File: config.mk
export PLATFORM = sky130hd
export DESIGN_NAME = beta_fetch_stage
export DESIGN_NICKNAME = d
export VERILOG_FILES = /design/src/rtl/beta_fetch_stage.sv
export SDC_FILE = /design/constraint.sdc
export NUM_CORES = 1
export LEC_CHECK = 0
export BUFFER_PORTS_ARGS = -buffer_cell sky130_fd_sc_hd__buf_4
export CAP_MARGIN = 20
export CORE_MARGIN = 2
export CORE_UTILIZATION = 35
export DETAILED_ROUTE_END_ITERATION = 6
export SYNTH_ARGS = -nofsm -noshare
export SYNTH_HDL_FRONTEND = slang
export SYNTH_SLANG_ARGS = --single-unit
export TNS_END_PERCENT = 5
File: constraint.sdc
create_clock -name clk_i -period 3.4 [get_ports clk_i]
set_input_delay 0.34 -clock clk_i [delete_from_list [all_inputs] [get_ports clk_i]]
set_output_delay 0.34 -clock clk_i [all_outputs]
set_load 0.03 [all_outputs]
File: src/rtl/beta_fetch_stage.sv
// ---------------------------------------------------------------------------
// beta_fetch_stage : Bourbon instruction fetch (PC, req/gnt/rvalid port, if-to-dec register)
// Revision 1.0
// ---------------------------------------------------------------------------
`default_nettype none

module beta_fetch_stage #(
  parameter int unsigned          DataWidth = 32,
  parameter logic [DataWidth-1:0] BootAddr  = 32'h0000_0000
) (
  input  logic                 clk_i,
  input  logic                 rstn_i,
  input  logic                 pcu_ifs_fetch_en_i,
  input  logic [1:0]           pcu_ctrl_hazard_flag_i,
  output logic                 pcu_ifs_busy_o,
  input  logic                 ifs_redirect_i,
  input  logic [DataWidth-1:0] ifs_redirect_addr_i,
  output logic                 imem_req_o,
  output logic [DataWidth-1:0] imem_addr_o,
  input  logic                 imem_gnt_i,
  input  logic                 imem_rvalid_i,
  input  logic [DataWidth-1:0] imem_rdata_i,
  output logic [DataWidth-1:0] ifs_instr_o,
  output logic [DataWidth-1:0] ifs_pc_o,
  output logic                 ifs_valid_o
);

  localparam logic [DataWidth-1:0] BootAligned = {BootAddr[DataWidth-1:2], 2'b00};
  localparam logic [DataWidth-1:0] NopInstr    = DataWidth'(32'h0000_0013);
  localparam logic [DataWidth-1:0] PcStep      = DataWidth'(4);

  typedef enum logic [1:0] {
    IDLE = 2'd0,
    REQ  = 2'd1,
    WAIT = 2'd2
  } state_t;

  state_t               state;
  state_t               state_next;
  logic [DataWidth-1:0] pc;
  logic [DataWidth-1:0] pc_next;
  logic                 discard;
  logic                 discard_next;
  logic [DataWidth-1:0] instr_q;
  logic [DataWidth-1:0] instr_next;
  logic [DataWidth-1:0] pc_q;
  logic [DataWidth-1:0] pc_q_next;
  logic                 valid_q;
  logic                 valid_next;
  logic [DataWidth-1:0] redirect_target;
  logic                 fetch_ok;

  // Only the control-transfer bit of the hazard flags and the word part of
  // the redirect address matter here.
  logic unused_inputs;
  assign unused_inputs = ^{pcu_ctrl_hazard_flag_i[1], ifs_redirect_addr_i[1:0]};

  assign redirect_target = {ifs_redirect_addr_i[DataWidth-1:2], 2'b00};
  assign fetch_ok        = pcu_ifs_fetch_en_i & ~pcu_ctrl_hazard_flag_i[0];

  assign imem_req_o     = (state == REQ);
  assign imem_addr_o    = pc;
  assign pcu_ifs_busy_o = (state != IDLE);
  assign ifs_instr_o    = instr_q;
  assign ifs_pc_o       = pc_q;
  assign ifs_valid_o    = valid_q;

  always_comb begin
    state_next   = state;
    pc_next      = pc;
    discard_next = discard;
    instr_next   = instr_q;
    pc_q_next    = pc_q;
    valid_next   = 1'b0;

    case (state)
      IDLE: begin
        if (ifs_redirect_i) begin
          pc_next = redirect_target;
        end else if (fetch_ok) begin
          state_next = REQ;
        end
      end

      REQ: begin
        if (imem_gnt_i) begin
          state_next = WAIT;
        end
        // The granted (or still pending) transaction belongs to the old path.
        if (ifs_redirect_i) begin
          pc_next      = redirect_target;
          discard_next = 1'b1;
        end
      end

      WAIT: begin
        if (imem_rvalid_i) begin
          state_next   = IDLE;
          discard_next = 1'b0;
          if (ifs_redirect_i) begin
            pc_next = redirect_target;
          end else if (!discard) begin
            instr_next = imem_rdata_i;
            pc_q_next  = pc;
            valid_next = 1'b1;
            pc_next    = pc + PcStep;
          end
        end else if (ifs_redirect_i) begin
          pc_next      = redirect_target;
          discard_next = 1'b1;
        end
      end

      default: begin
        state_next = IDLE;
      end
    endcase
  end

  always_ff @(posedge clk_i or negedge rstn_i) begin
    if (!rstn_i) begin
      state   <= IDLE;
      pc      <= BootAligned;
      discard <= 1'b0;
      instr_q <= NopInstr;
      pc_q    <= '0;
      valid_q <= 1'b0;
    end else begin
      state   <= state_next;
      pc      <= pc_next;
      discard <= discard_next;
      instr_q <= instr_next;
      pc_q    <= pc_q_next;
      valid_q <= valid_next;
    end
  end

endmodule

`default_nettype wire

Word level (Yosys, flattened, before mapping)
Index checks and enable logic that the tools add are counted.
W data, S select, Z words.
Cells by class
  muxes and demuxes: 17
  reduce and logical (&&, ||, !) cells: 8
  $add $sub $neg: 1
  bitwise gates (word level): 4
  equality and inequality tests: 7
Operators with widths (count)
  $mux W32: 4
  $pmux W32 S2: 1
  $add A32 B3 Y32 const B: 1
  $mux W2: 4
  $reduce_and A4 Y1: 2
  $mux W1: 6
  $ne A2 B2 Y1 const B: 3
  $pmux W2 S3: 1
  $reduce_bool A2 Y1: 3
  $ne A4 B4 Y1 const B: 1
  $not A1 Y1: 3
  $eq A2 B1 Y1 const B: 1
  $eq A2 B2 Y1 const B: 1
  $logic_not A2 Y1: 1
  $ne A2 B1 Y1 const B: 1
  $pmux W1 S2: 1
  $reduce_and A2 Y1: 1
  $reduce_or A2 Y1: 1
  $and A1 B1 Y1: 1
Word-level totals
  word-level logic and storage cells: 43
  input port bits: 72
  output and inout port bits: 99
  register bits after elaboration: 100

Depth between registers and ports, before layout
Gate-level depths: netlist (run 1).
  word-level depth: 5
  depth in mapped cells: 9
  mapped depth without buffers: 7

Worst setup path before layout (run 1)
OpenSTA, ideal clock, no wires.
  kind: register to register
  start: register state[0]
  end: register pc[11], in the netlist imem_addr_o[11]
  setup slack: 1314 ps
  clock period less this slack: 2086 ps
  arrival: 2022 ps
  path buffers: 0
  required time: 3335 ps
  library setup time: 65 ps
  stages on the path, launching flop included: 8
  cell sequence: dfrtp_1 -> inv_1 -> ha_1 -> nand2_2 -> or4_4 -> or3_1 -> a21oi_1 -> a221o_2
On the way
  word-level cells in the longest chain between the ends: 4
  elaborated cells on any way between the ends: 8
  classes of those cells: 3 x eq/ne; 1 x mux; 4 x reduce/logical
RTL lines
  from (decl): RTL line 38  | state_t state;
  from (signal assigned): RTL line 129  | state <= state_next;
  $eq A2 B1 Y1 / $logic_not A2 Y1 (equally long branches): RTL line 76  | case (state)
  $reduce_or A2 Y1 (no line)
  $reduce_bool A2 Y1 (no line)
  $reduce_and A2 Y1 (no line)
  to (signal assigned): RTL line 123  | pc <= BootAligned;
  to (signal assigned): RTL line 130  | pc <= pc_next;
  to (decl): RTL line 40  | logic [DataWidth-1:0] pc;
Parallel ways exist; a longest one is shown, timed or not.
A chain may end at the register's enable or synchronous reset.

Worst setup path after layout (run 1)
  start: register state[0]
  end: register pc[28], in the netlist imem_addr_o[28]
Same word-level chain as after synthesis.

==> results of run 1 <==
[cell usage after synthesis (6+ instances only)]
master	n	area [µm²]
buf_2	10	50.1
dfrtp_1	97	2430
nand4_1	7	43.8
o31ai_1	7	52.6
o22ai_1	11	68.8
ha_1	6	75.1
inv_1	11	41.3
a31oi_1	7	43.8
a21oi_1	15	75.1
nand2_1	20	75.1
o21ai_0	25	125
nor2_1	15	56.3
nor3_1	10	50.1
mux2_2	65	732
a2bb2oi_1	8	70.1
nand3_1	13	65.1
clkbuf_1	11	41.3
and3_1	6	37.5
[stage by stage]
step / utilization [%] / area, µm² / worst slack [ns]
3_3_place_gp: 46.4 / 6110 / 1.02
6_report: 48.5 / 6390 / 0.904
5_1_grt: 48.5 / 6390 / 0.778
4_1_cts: 48.5 / 6390 / 0.912
2_1_floorplan: - / 4690 / 1.31
3_5_place_dp: 46.4 / 6110 / 0.953
[metal layers]
metal	vias to the layer above	global-route usage, %	wire [µm]
met5	-	0	0
met4	0	5.96	154
met3	11	3.75	735
met2	113	27.4	5790
met1	1898	24.3	5650
li1	1828	-	-
[flip-flops by register name, summed over array words and instances (netlist names)]
signal / cells
imem_addr_o: 32
discard: 1
state: 2
ifs_instr_o: 32
ifs_pc_o: 32
ifs_valid_o: 1
[layout make-up]
| cell class | instances | area [µm²] |
|---|---|---|
| well taps | 176 | 220 |
| multi-input cells | 267 | 2040 |
| clock buffers | 12 | 256 |
| inverters | 11 | 41.3 |
| clock inverters | 4 | 23.8 |
| fillers | 1210 | 6800 |
| repair buffers | 173 | 1310 |
| flip-flops and latches | 100 | 2510 |
[worst max-delay path, delay by kind of cell, from the launching register on]
family                     cells  cell delay [ns]
AOI/OAI and AO/OA              2             0.51
adders and majority gates      1             0.36
buffers and inverters          1             0.13
DFF                            1             0.40
and+or+nand+nor                3             1.00
[cell usage in the layout, fill, tap and decap left out, drive strengths merged, types with 2 or more instances in the layout]
master	synthesis	final
nor3	10	10
nand2	21	21
clkinv	0	4
nor4	5	5
a22oi	4	4
buf	11	173
nand3	15	15
o22ai	11	11
nand4	7	7
and4	3	3
mux2i	3	3
o211ai	2	2
a2bb2oi	8	8
and3	6	6
dfstp	3	3
or4	2	2
or3	5	5
a32oi	3	3
a21oi	15	15
o21ai	26	26
nor3b	2	2
nor2	15	15
mux2	65	65
a41oi	3	3
o31ai	7	7
a221o	3	3
ha	6	6
dfrtp	97	97
inv	11	11
and2	4	4
clkbuf	13	12
a31oi	7	7
[where the power goes]
group | switching [W] | leakage [nW] | internal, W
Sequential | 0.000447 | 1.27 | 0.00168
Clock | 0.000426 | 0.142 | 0.000534
Combinational | 0.00164 | 1.64 | 0.00112
[kinds of logic (layout without fill, tap and decap cells)]
| group | after synthesis | in the layout |
|---|---|---|
| DFF | 100 | 100 |
| and+or+nand+nor | 100 | 100 |
| AOI/OAI and AO/OA | 93 | 93 |
| muxes | 68 | 68 |
| buffers and inverters | 35 | 200 |
| adders and majority gates | 6 | 6 |
[worst max path at each step]
stage / start / to / slack [ns] / cells after the start
6_report: state[0] / imem_addr_o[28] / 0.90 / 7
4_1_cts: state[0] / imem_addr_o[28] / 0.91 / 7
5_1_grt: state[0] / imem_addr_o[28] / 0.78 / 7
2_1_floorplan: state[0] / imem_addr_o[11] / 1.31 / 7
3_5_place_dp: state[0] / imem_addr_o[11] / 0.95 / 7
3_3_place_gp: state[0] / imem_addr_o[11] / 1.02 / 7
==> flow_summary.ini, run 1 <==
[grt]
antenna_found_initial = 0
grt_pass1_wl_um = 19800
grtUsageTotal_pct = 17.6
grt_max_degree = 57
overflow = 0
grt_pass1_vias = 3796

[power]
p_per_area_nw_per_um2 = 916
p_total_w = 0.00586
p_leak_nw = 3.05
ir_drop_v = 0.000390

[clock_tree]
numCtsBuffers = 9
cts_tree = yes
clk-insertion-delay-late_ns = 0.34
hold_buffers = 0
post_cts_buffers = 0
post_cts_resized = 0
cts_max_level = 3
max-clock-path-buffers = 2
clk_pin_slew_ns = 0.06
root_buffer = clkbuf_16
clock_sinks = 100

[synth]
synth_edf_count = 0
synthAdderAreaFrac_pct = 1.60
ys_seq_area_share_pct = 53.4
ys_ff_latch = 100
synth_xor_area_share_pct = 0
synthMuxAreaShare_pct = 16.2
synth_top_family_by_area = multiplexers
synthArstFlopShare_pct = 100
yosysUniqueCellTypes = 51
synth_area_um2 = 4690
synth_ff_type = dfrtp_1
synth_compound_area_share_pct = 12.9
yosys.area_share.simple_pct = 12.5
netlist_instances = 402
yosysWarnings = 0
syn_avg_cell_area_um2 = 11.7
synth_fp_nets = 480

[critical_path]
required_ns = 3.66
worstSetupPathType = flip-flop to flip-flop
path_max_fanout = 10
rrSetupSlack_ns = 0.90
worstRegToRegCells = 7
rr_endpoint = imem_addr_o[28]
cp_cell_sequence = inv_1 > ha_1 > nand3b_4 > nor4_4 > nand3_1 > o41a_1 > o21ai_1
arrival_ns = 2.76
endpoint_kind = flip-flop
r2r-start = state[0]
crit_path_max_incr_delay_ns = 0.65
crit_slowest_cell = nor4_4
startpoint_type = flip-flop

[timing]
rsz0062_at_grt = false
hold_viol = 0
timing.hold.ws_ns = 0.0440
slew_headroom_pct = 40.6
fin_crit_sh_pct = 73.4
setup_viol = 0
finClkSkew_ns = 0.00520
slew_viol_final = 0
setup_tns_ns = 0
fmax_mhz = 401
worst_pin_slew_ns = 0.887
post-route-min-period_ns = 2.50

[placement]
io_buffers = 167
dpl.hpwl_um = 8810
routabilityCongestion = 0.808
place_inst = 727

[layout]
area_growth_pct = 36.3
final_cells = 743
antennaDiodeCount = 0
layout-drive-gt1-share_pct = 47.1
final_nets = 640

[drt]
drc = 0
drtIter0Drc = 174
dr.pass1.iters = 4
postRouteAntennaNets = 0
vias = 3850
routedWlPerCell_um = 16.6
post_drt_via_cell_ratio = 5.18
routed_wl_um = 12300

[floorplanning]
io_pins = 171
core-area_um2 = 13200
die_h_um = 120
num_rows = 42
dieArea_um2 = 14300
die_w_um = 120
start_util_pct = 35.6

[flow_run]
maxCapViolations = 0

[run_status]
status = completed

[hold_path]
hold_class = input pin to async pin
No activity file was read; power rests on OpenSTA's default activity.
==> run 2: changes to the inputs <==
==> constraint.sdc (replaced) <==
create_clock -name clk_i -period 2 [get_ports clk_i]
set_input_delay 0.2 -clock clk_i [delete_from_list [all_inputs] [get_ports clk_i]]
set_output_delay 0.2 -clock clk_i [all_outputs]
set_load 0.03 [all_outputs]
==> flow_summary.ini, run 2 (synthesized netlist as in run 1, its figures left out) <==
[critical_path]
crit_cells = 7
required_ns = 2.29
path_max_fanout = 6
path_delay_family = simple AND/OR/NAND/NOR gates
rrSetupSlack_ns = 0.09
crit_start = state[0]
crit_path_max_incr_delay_ns = 0.52
cp.buffers_inverters = 1
cp_cell_sequence = inv_2 > ha_4 > nand2_2 > or4_4 > or3_1 > a21oi_1 > a221o_2
crit_path_end = imem_addr_o[11]
startpoint_type = flip-flop
worstSetupPathType = flip-flop to flip-flop
endpoint_kind = flip-flop
r2r-start = state[0]
rr_endpoint = imem_addr_o[11]
worstRegToRegCells = 7
arrival_ns = 2.20
crit_slowest_cell = or4_4

[floorplanning]
dieArea_um2 = 14300
die_h_um = 120
core-area_um2 = 13200
io_pins = 171
start_util_pct = 35.6
die_w_um = 120
num_rows = 42

[power]
internal-power_w = 0.00593
combPwrFrac_pct = 49.6
p_seq_share_pct = 34.0
p_per_area_nw_per_um2 = 1540
p_leak_nw = 3.23
power_frac_clock_pct = 16.4
ir_drop_v = 0.000936
p_sw_w = 0.00442
p_sw_share_pct = 42.7

[timing]
fmax_mhz = 524
slew_viol_final = 0
hold_viol = 0
rsz0062_at_grt = true
worst_pin_slew_ns = 0.521
layout_setup_ws_ns = 0.0898
setup_tns_ns = 0
fin_crit_sh_pct = 95.5
setup_viol = 0
post-route-min-period_ns = 1.91
finClkSkew_ns = 0.00725
slew_headroom_pct = 65.2

[clock_tree]
numCtsBuffers = 9
clk_pin_slew_ns = 0.07
cts_max_level = 3
clock_sinks = 100
max-clock-path-buffers = 2
clk-insertion-delay-late_ns = 0.35
cts_tree = yes
root_buffer = clkbuf_16

[placement]
post-place-ws_ns = 0.0297
place_inst = 760
dpl.hpwl_um = 9610
routabilityCongestion = 0.863
io_buffers = 167

[grt]
grtUsageTotal_pct = 18.6
antenna_found_initial = 0
grt_pass1_vias = 3975
grt_pass1_wl_um = 20900
overflow = 0
grt_max_degree = 39

[drt]
dr.pass1.iters = 4
postRouteAntennaNets = 0
routed_wl_um = 12800
post_drt_via_cell_ratio = 5.16
routedWlPerCell_um = 16.5
vias = 4016
drc = 0
drtIter0Drc = 200

[layout]
nFillCells = 1184
layout-drive-gt1-share_pct = 51.0
area_growth_pct = 43.6
layout_common_cells = buf_4, dfrtp_1, mux2_2
final_nets = 675
antennaDiodeCount = 0
final_cells = 778
fin_util_pct = 51.1
final_common_cell = buf_4

[hold_path]
hold_class = input pin to flip-flop

[run_status]
status = completed

[flow_run]
maxCapViolations = 0
==> run 2: cell types whose count changed in the layout (fill, tap and decap cells not counted), moves of 2 or more <==
cell	change
buf_12	+2
clkinv_2	-3
nor4_1	-2
buf_4	+31
nor4_2	+2
==> run 2: repair_timing <==
item	in CTS	in global routing
setup endpoints to repair	0	21
hold buffers	1	0
endpoints found under the hold margin	34	0
gates resized for setup	0	7
buffers inserted	0	1
==> run 2: area by class of cell <==
class | count | area [µm²] | area share (%)
Sequential cell | 100 | 2510 | 37.2
Multi-Input combinational cell | 267 | 2070 | 30.7
Clock inverter | 4 | 33.8 | 0.502
Timing Repair Buffer | 208 | 1610 | 23.8
Clock buffer | 12 | 256 | 3.81
Inverter | 11 | 41.3 | 0.613
Tap cell | 176 | 220 | 3.27
==> run 2: power by group through the flow <==
stage                     Sequential [W]  Combinational, W  Clock [W]
after floorplan                  0.00509           0.00140          0
after global placement           0.00350           0.00507          0
after detailed placement         0.00356           0.00513          0
after CTS                        0.00352           0.00514    0.00176
after global routing             0.00365           0.00544    0.00183
final                            0.00352           0.00513    0.00169
==> run 2: worst min-delay path, cell delays in order <==
cell,delay [ns]
buf_4,0.08
nand2_1,0.04
o211ai_1,0.07
==> run 2: metal layers <==
layer	up-vias	GRT usage (%)	part of all wire (%)
met5	-	0	0
met4	0	5.96	2.0
met3	17	4.71	6.4
met2	155	29.3	47
met1	1950	25.3	45
li1	1894	-	-
==> run 2: metrics by stage <==
step                cell area, µm²  power (W)  hold slack (ns)
detailed placement            6400    0.00869            0.218
global placement              6400    0.00857            0.209
CTS                           6700     0.0104           0.0635
floorplan                     4700    0.00648          -0.0956
global route                  6740     0.0109           0.0656
finish                        6740     0.0103           0.0796
==> run 2: worst min-delay path by stage <==
stage                                  startpoint         endpoint  slack [ns]  depth (start not counted)
after floorplan                            rstn_i          discard        -0.1                          0
after global placement                     rstn_i     ifs_pc_o[14]        0.21                          1
after detailed placement                   rstn_i     ifs_pc_o[14]        0.22                          1
after CTS                        imem_rdata_i[19]  ifs_instr_o[19]        0.06                          2
after global routing             imem_rdata_i[28]  ifs_instr_o[28]        0.07                          2
final                     ifs_redirect_addr_i[29]  imem_addr_o[29]        0.08                          3
==> run 3: changes to the inputs <==
--- a/config.mk
+++ b/config.mk
@@ -10,6 +10,7 @@
 export CORE_MARGIN = 2
 export CORE_UTILIZATION = 35
 export DETAILED_ROUTE_END_ITERATION = 6
+export PLACE_DENSITY = 0.71
 export SYNTH_ARGS = -nofsm -noshare
 export SYNTH_HDL_FRONTEND = slang
 export SYNTH_SLANG_ARGS = --single-unit
==> constraint.sdc (replaced) <==
create_clock -name clk_i -period 2.1 [get_ports clk_i]
set_input_delay 0.21 -clock clk_i [delete_from_list [all_inputs] [get_ports clk_i]]
set_output_delay 0.21 -clock clk_i [all_outputs]
set_load 0.03 [all_outputs]
==> flow_summary.ini, run 3 (synthesized netlist as in run 1, its figures left out) <==
[hold_path]
hold_class = input pin to flip-flop

[floorplanning]
dieArea_um2 = 14300
start_util_pct = 35.6
core-area_um2 = 13200
io_pins = 171
die_h_um = 120
die_w_um = 120
num_rows = 42

[grt]
grtUsageTotal_pct = 18.3
grt_pass1_vias = 4001
antenna_found_initial = 0
grt_max_degree = 50
overflow = 0
grt_pass1_wl_um = 20700

[clock_tree]
max-clock-path-buffers = 2
clk-insertion-delay-late_ns = 0.35
clock_sinks = 100
cts_max_level = 3
cts_tree = yes
root_buffer = clkbuf_16
clk_pin_slew_ns = 0.07
numCtsBuffers = 9

[timing]
hold_viol = 0
worst_pin_slew_ns = 0.735
setup_viol = 0
slew_viol_final = 0
finClkSkew_ns = 0.00899
post-route-min-period_ns = 2.02
slew_headroom_pct = 51.0
timing.hold.ws_ns = 0.0872
fmax_mhz = 496
fin_crit_sh_pct = 96.1

[critical_path]
required_ns = 2.39
cp_cell_sequence = inv_1 > ha_2 > nand2_2 > or4_4 > or3_1 > a21oi_1 > a221o_2
arrival_ns = 2.31
endpoint_kind = flip-flop
crit_slowest_cell = or4_4
path_delay_family = simple AND/OR/NAND/NOR gates
path_max_fanout = 6
crit_path_max_incr_delay_ns = 0.59
cp.buffers_inverters = 1
startpoint_type = flip-flop
worstSetupPathType = flip-flop to flip-flop

[power]
p_leak_nw = 3.22
ir_drop_v = 0.000714
p_per_area_nw_per_um2 = 1460

[layout]
nFillCells = 1217
antennaDiodeCount = 0
area_growth_pct = 42.6
multi_input_area_um2 = 2060
register_area_um2 = 2510
layout_common_cells = buf_4, dfrtp_1, mux2_2
layout-drive-gt1-share_pct = 50.3
finalInstanceArea_um2 = 6690
final_nets = 673
final_common_cell = buf_4

[placement]
routabilityCongestion = 0.859
dpl.hpwl_um = 9530
io_buffers = 167
placed_cell_area_um2 = 6350

[drt]
routedWlPerCell_um = 16.6
postRouteAntennaNets = 0
drc = 0
vias = 4064
dr.pass1.iters = 4
routed_wl_um = 12900
drtIter0Drc = 233
post_drt_via_cell_ratio = 5.24

[flow_run]
maxCapViolations = 0

[run_status]
status = completed
-- run 3: changes by cell type in the layout (fill, tap and decap cells not counted), sizes merged --
| cell | previous run | this run |
|---|---|---|
| buf | 207 | 205 |
| clkbuf | 12 | 10 |
| clkinv | 2 | 3 |
| inv | 12 | 13 |
-- run 3: path summary, 6_finish.rpt --
| path | start | endpoint | slack [ns] | depth (start not counted) |
|---|---|---|---|---|
| min in group asynchronous | rstn_i | imem_addr_o[11] | 0.38 | 2 |
| min | imem_rdata_i[12] | ifs_instr_o[12] | 0.09 | 2 |
| max reg2reg | state[0] | imem_addr_o[11] | 0.08 | 7 |
| max | state[0] | imem_addr_o[11] | 0.08 | 7 |
| min reg2reg | ifs_instr_o[30] | ifs_instr_o[30] | 0.51 | 1 |
| max in group asynchronous | rstn_i | ifs_instr_o[4] | 1.03 | 3 |
-- run 3: power by group --
part           leakage [nW]  total, W  switching (W)  internal [W]
clock                 0.133   0.00155       0.000740      0.000814
sequential             1.27   0.00336       0.000628       0.00273
combinational          1.82   0.00484        0.00283       0.00200
total                  3.22   0.00975        0.00420       0.00554
-- run 3: what timing repair did --
action	in CTS	in global routing
endpoints found under the setup margin	0	39
hold endpoints to repair	36	0
gates resized for setup	0	11
setup buffers	0	1
hold buffers	1	0
-- run 3: worst reg2reg max path, cell delays in order (launching register included) --
cell,delay [ns]
dfrtp_1,0.38
inv_1,0.08
ha_2,0.23
nand2_2,0.10
or4_4,0.59
or3_1,0.32
a21oi_1,0.15
a221o_2,0.12
-- run 3: metal layers --
layer	vias up	global-route usage, %	wire, µm
met2	136	30.9	6400
li1	1895	-	-
met4	0	5.74	164
met5	-	0	0
met1	2023	23.3	5430
met3	10	4.37	905
-- run 3: final cells by class --
type	count	area share [%]
inverters	11	0.617
well taps	176	3.29
multi-input cells	267	30.8
clock buffers	10	3.42
clock inverters	6	0.711
flip-flops and latches	100	37.5
repair buffers	206	23.7
-- run 3: through the flow --
stage / setup slack [ns] / TNS (ns) / std cells / util, % / total power [W]
floorplan: 0.0140 / 0 / 402 / - / 0.00616
global placement: 0.0652 / 0 / 757 / 48.2 / 0.00809
detailed placement: 0.0168 / 0 / 757 / 48.2 / 0.00824
CTS: 0.0113 / 0 / 774 / 50.3 / 0.00984
global route: -0.0205 / -0.0205 / 776 / 50.7 / 0.0103
finish: 0.0829 / 0 / 776 / 50.7 / 0.00975
